### config.mk
export PLATFORM = sky130hd
export DESIGN_NAME = seg7_onehot_decoder
export DESIGN_NICKNAME = d
export VERILOG_FILES = /design/src/rtl/seg7_onehot_decoder.sv
export SDC_FILE = /design/constraint.sdc
export NUM_CORES = 1
export LEC_CHECK = 0
export CAP_MARGIN = 20
export CORE_ASPECT_RATIO = 0.75
export CORE_MARGIN = 4
export CORE_UTILIZATION = 37
export CTS_BUF_LIST = sky130_fd_sc_hd__clkbuf_8
export CTS_CLUSTER_DIAMETER = 120
export DETAILED_ROUTE_END_ITERATION = 10
export PLACE_DENSITY = 0.65
export SLEW_MARGIN = 30
export SYNTH_ARGS = -nofsm -noshare
export SYNTH_HDL_FRONTEND = slang
export SYNTH_SLANG_ARGS = --single-unit
### constraint.sdc
create_clock -name clk -period 3.6 [get_ports clk]
set_input_delay 0.9 -clock clk [delete_from_list [all_inputs] [get_ports clk]]
set_output_delay 0.9 -clock clk [all_outputs]
set_load 0.005 [all_outputs]
### src/rtl/seg7_onehot_decoder.sv
// Qualifies an active-low 7-segment digit over several samples and decodes
// it to a committed index, a one-hot LED vector, an update pulse and an error flag.
module seg7_onehot_decoder #(
    parameter int STABLE_CYCLES = 4,
    parameter int CNT_W         = 4
) (
    input  logic       clk,
    input  logic       rst_n,
    input  logic [6:0] seg_in,
    input  logic       valid_in,
    input  logic       err_clr,
    output logic [2:0] out_idx,
    output logic [7:0] out_onehot,
    output logic       out_valid,
    output logic       upd,
    output logic       err
);

    typedef enum logic {
        SETTLE,
        STABLE
    } state_t;

    localparam logic [CNT_W-1:0] CNT_LAST = CNT_W'(STABLE_CYCLES - 2);

    state_t           state;
    logic [7:0]       s_q;
    logic [CNT_W-1:0] cnt;

    logic       match;
    logic       dig_ok;
    logic [2:0] dig_idx;
    logic       blank;
    logic       legal;
    logic       commit;
    logic       new_valid;
    logic [2:0] new_idx;

    assign match = ({valid_in, seg_in} == s_q);

    always_comb begin
        dig_ok  = 1'b1;
        dig_idx = 3'd0;
        case (s_q[6:0])
            7'd64:   dig_idx = 3'd0;
            7'd121:  dig_idx = 3'd1;
            7'd36:   dig_idx = 3'd2;
            7'd48:   dig_idx = 3'd3;
            7'd25:   dig_idx = 3'd4;
            7'd18:   dig_idx = 3'd5;
            7'd2:    dig_idx = 3'd6;
            7'd120:  dig_idx = 3'd7;
            default: dig_ok  = 1'b0;
        endcase
    end

    assign blank     = (s_q[6:0] == 7'h7F);
    assign legal     = dig_ok | blank;
    assign commit    = match && (state == SETTLE) && (cnt == CNT_LAST);
    // A digit without valid_in is treated exactly like a blank.
    assign new_valid = dig_ok & s_q[7];
    assign new_idx   = new_valid ? dig_idx : 3'd0;

    always_ff @(posedge clk) begin
        if (!rst_n) begin
            s_q        <= {1'b0, 7'h7F};
            cnt        <= '0;
            state      <= SETTLE;
            out_idx    <= 3'd0;
            out_onehot <= 8'h00;
            out_valid  <= 1'b0;
            upd        <= 1'b0;
            err        <= 1'b0;
        end else begin
            s_q <= {valid_in, seg_in};
            upd <= 1'b0;

            case (state)
                SETTLE: begin
                    if (!match) begin
                        cnt <= '0;
                    end else if (cnt == CNT_LAST) begin
                        cnt   <= '0;
                        state <= STABLE;
                        if (legal) begin
                            out_valid  <= new_valid;
                            out_idx    <= new_idx;
                            out_onehot <= new_valid ? (8'h01 << new_idx) : 8'h00;
                            upd        <= ({new_valid, new_idx} != {out_valid, out_idx});
                        end
                    end else begin
                        cnt <= cnt + 1'b1;
                    end
                end
                STABLE: begin
                    if (!match) begin
                        state <= SETTLE;
                        cnt   <= '0;
                    end
                end
                default: begin
                    state <= SETTLE;
                    cnt   <= '0;
                end
            endcase

            // Setting on an illegal commit beats a simultaneous clear.
            if (commit && !legal) begin
                err <= 1'b1;
            end else if (err_clr) begin
                err <= 1'b0;
            end
        end
    end

endmodule

==> results by group <==
Status
  • Status: finished, final reports clean

Power
  • P_leak: 0.627 nW
  • Clk pwr share: 31.6%
  • VDD IR max: 0.150 mV
  • Sw Ratio: between 20% and 30%
  • Net load switching power: 0.000125 W
  • Internal power: 0.000406 W
  • Pwr Density: between 200 and 300 nW/um^2
  • Total power: 0.000530 W
  • Logic pwr share: 8.8%
  • Seq pwr share: 59.6%

Worst setup path
  • Critical path fanouts, max: 19
  • Crit path max-delay cell type: or4b_1
  • Critical path startpoint category: primary input
  • Crit path DAT: between 3 and 4 ns
  • Worst r2r path cells: 6
  • Slowest stage delay, CP: roughly 0.57 ns
  • Crit path kind: in2reg
  • CP delay by family, top: simple AND/OR/NAND/NOR gates
  • Instance count on the critical path: 7
  • CP Capture Type: flop
  • CP bufs+invs: 1
  • WP data required: 3.80 ns
  • Chain of cells forming the critical path: clkdlybuf4s50_1, xnor2_2, nand4_1, nor4_4, o31ai_4, or4b_1, a21oi_1

Timing
  • Tmin final: roughly 3 ns
  • Endpoints failing setup: 0
  • WHS: ~0.45 ns
  • RSZ-0062 raised after global routing: false
  • Tcrit/Tclk final: 83.2%
  • Fin. max-slew vios: 0
  • Setup_tns: 0 ns
  • Fmax: about 330 MHz
  • Clk_skew: 0.00705 ns
  • Slew HR: 53.2%
  • Final hold viol count: 0
  • Worst-Margin Slew: 0.702 ns

Logic synthesis
  • Simple-gate share of the synthesized area: approximately a third
  • Cell count after synthesis: 166
  • Synth Warn #: 0
  • Synth top area share: about 37%
  • Post-synthesis compound-gate area fraction: 15.1%
  • Mux contribution to synthesized area: ~2.7%
  • Synth area leaders: dfxtp_1, a21oi_1, xnor2_1
  • EDFF count, synth: 0
  • Post-Syn Area: 1470 sq um
  • Adder-cell share of the synthesized area: 1.70%
  • Largest family of logic cells by synthesized area: simple AND/OR/NAND/NOR gates
  • Main synth FF type: dfxtp_1
  • Post-Synth XOR/XNOR Area: 7.07%
  • Synth Register Bits: 27
  • Avg Cell Area, Syn: 8.85 sq um
  • Post-synth ARST share: 0%
  • Post-synthesis cell type count: 44
  • Synth area leader: dfxtp_1
  • Net Count, Synth: 179
  • Register area share after synthesis: 36.8%

Cells and area
  • Layout cells sized above 1: 5.88%
  • # diodes: 0
  • Finished Core Util: 47.6%
  • P&R area growth vs syn: 21.0%
  • Final nets: between 200 and 250

Floorplan
  • I/O pin total: 25
  • Starting Density: 39.4%
  • Core Area: approximately 3700 sq um
  • Die H: 62.6 um
  • Die width: 80.8 um
  • Die area: 5050 sq um
  • Core Rows: 19

Route
  • Vias per inst: 5.17
  • Drt drc: 0
  • First-iteration detailed-routing DRC count: 77
  • Post-route ant nets: 0
  • Vias: 1236
  • 1st-pass router iterations: 4
  • Final WL: around 3100 um
  • Drt wl/cell: 13.1 um

CTS
  • Max clock buf depth: 2
  • Total CTS buffers: 3
  • Worst-path clk slew: 0.09 ns
  • CTS Sinks: 27
  • Clk root buf: clkbuf_8
  • Worst skew pair latency: 0.27 ns
  • Post-cts repair resize count: 0
  • Postcts setup bufs: 0
  • Hold buffers post-CTS: 0
  • H-tree depth: 1
  • CTS tree: done

Place
  • DP HPWL: 2420 um
  • Routability congestion estimate: 0.935
  • Port buffer count: 24

Min path
  • Worst min-delay path class: reg2reg
  • Hold Path Cell Cnt: 2

Global routing
  • First-pass GRT wire length: 5550 um
  • Pin count of the biggest net entering global routing: 20
  • Vias in the first global route: 1250
  • Initial antenna violation count: 0
  • Total track usage: 13.6%
  • Gr ovfl total: 0

Job
  • Total of max-cap violations: 0
[worst min-delay path, delay by kind of cell (launching register included)]
family           cells  cell delay, ns
AO/OA/AOI/OAI        1            0.05
flip-flops           1            0.32
AND/OR/NAND/NOR      1            0.05
[stage by stage]
step / cells / instance area [sq um] / worst slack (ns)
after floorplan: 166 / 1470 / 1.15
after global placement: 235 / 1730 / 0.449
after detailed placement: 235 / 1730 / 0.290
after CTS: 239 / 1780 / 0.592
after global routing: 239 / 1780 / 0.476
final: 239 / 1780 / 0.604
[kinds of logic after synthesis]
family	after synthesis
AO/OA/AOI/OAI	32
XOR/XNOR	11
adder cells (fa/ha/maj)	2
buffers and inverters	11
flip-flops	27
multiplexers	4
AND/OR/NAND/NOR	79
[cell usage in the layout (no fill, tap or decap), types with 3 or more instances in the layout]
cell / count
nand2_1: 19
nand3b_1: 3
clkdlybuf4s50_1: 24
inv_1: 5
nor3_1: 4
or4_1: 3
nand4b_1: 3
a21oi_1: 17
and2_1: 3
nand2b_1: 11
mux2i_1: 4
dfxtp_1: 27
clkbuf_8: 3
xnor2_1: 9
nor2_1: 13
o21ai_0: 4
nand4_1: 3
[state kept, by name (all words and copies together), names as in the netlist]
| name | flops |
|---|---|
| cnt | 4 |
| err | 1 |
| out_idx | 3 |
| out_onehot | 8 |
| out_valid | 1 |
| s_q | 8 |
| state | 1 |
| upd | 1 |
[worst paths after layout]
check           startpoint             to  slack, ns
min reg2reg  out_onehot[1]  out_onehot[1]       0.45
min          out_onehot[1]  out_onehot[1]       0.45
max              seg_in[6]  out_onehot[6]       0.60
max reg2reg         s_q[7]  out_onehot[6]       1.12
[area by class of cell]
| type | count | area [sq um] |
|---|---|---|
| Tap cell | 52 | 65.1 |
| Sequential cell | 27 | 541 |
| Clock buffer | 3 | 41.3 |
| Timing Repair Buffer | 24 | 240 |
| Clock inverter | 1 | 3.75 |
| Multi-Input combinational cell | 128 | 872 |
| Fill cell | 372 | 1950 |
| Inverter | 4 | 15.0 |
[power by group through the flow]
stage,combinational [W],clock (W),sequential (W)
after floorplan,0.0000379,0,0.000314
after global placement,0.0000458,0,0.000322
after detailed placement,0.0000472,0,0.000323
after CTS,0.0000473,0.000178,0.000316
after global routing,0.0000519,0.000188,0.000318
final,0.0000468,0.000167,0.000316
[cell usage after synthesis (2+ instances only)]
cell type	number
or4_1	3
a21oi_1	17
inv_1	4
xnor2_1	9
dfxtp_1	27
nand2_1	19
nor2_1	13
o21ai_1	2
clkbuf_1	2
nand2b_1	11
nand3b_1	3
buf_2	3
o21ai_0	4
and2_1	3
mux2i_1	4
a2bb2oi_1	2
o21a_1	2
ha_1	2
nor3_1	4
and4_1	2
nand3_1	2
nor3b_2	2
nand4_1	3
nand4b_1	3
[per-layer routing]
layer	global-route usage (%)	part of all wire, %	vias to the layer above
li1	-	-	635
met1	16.7	47	577
met2	22.3	47	20
met3	3.75	3.8	4
met4	5.49	1.6	0
met5	0	0	-
No activity file was read; power rests on OpenSTA's default activity.
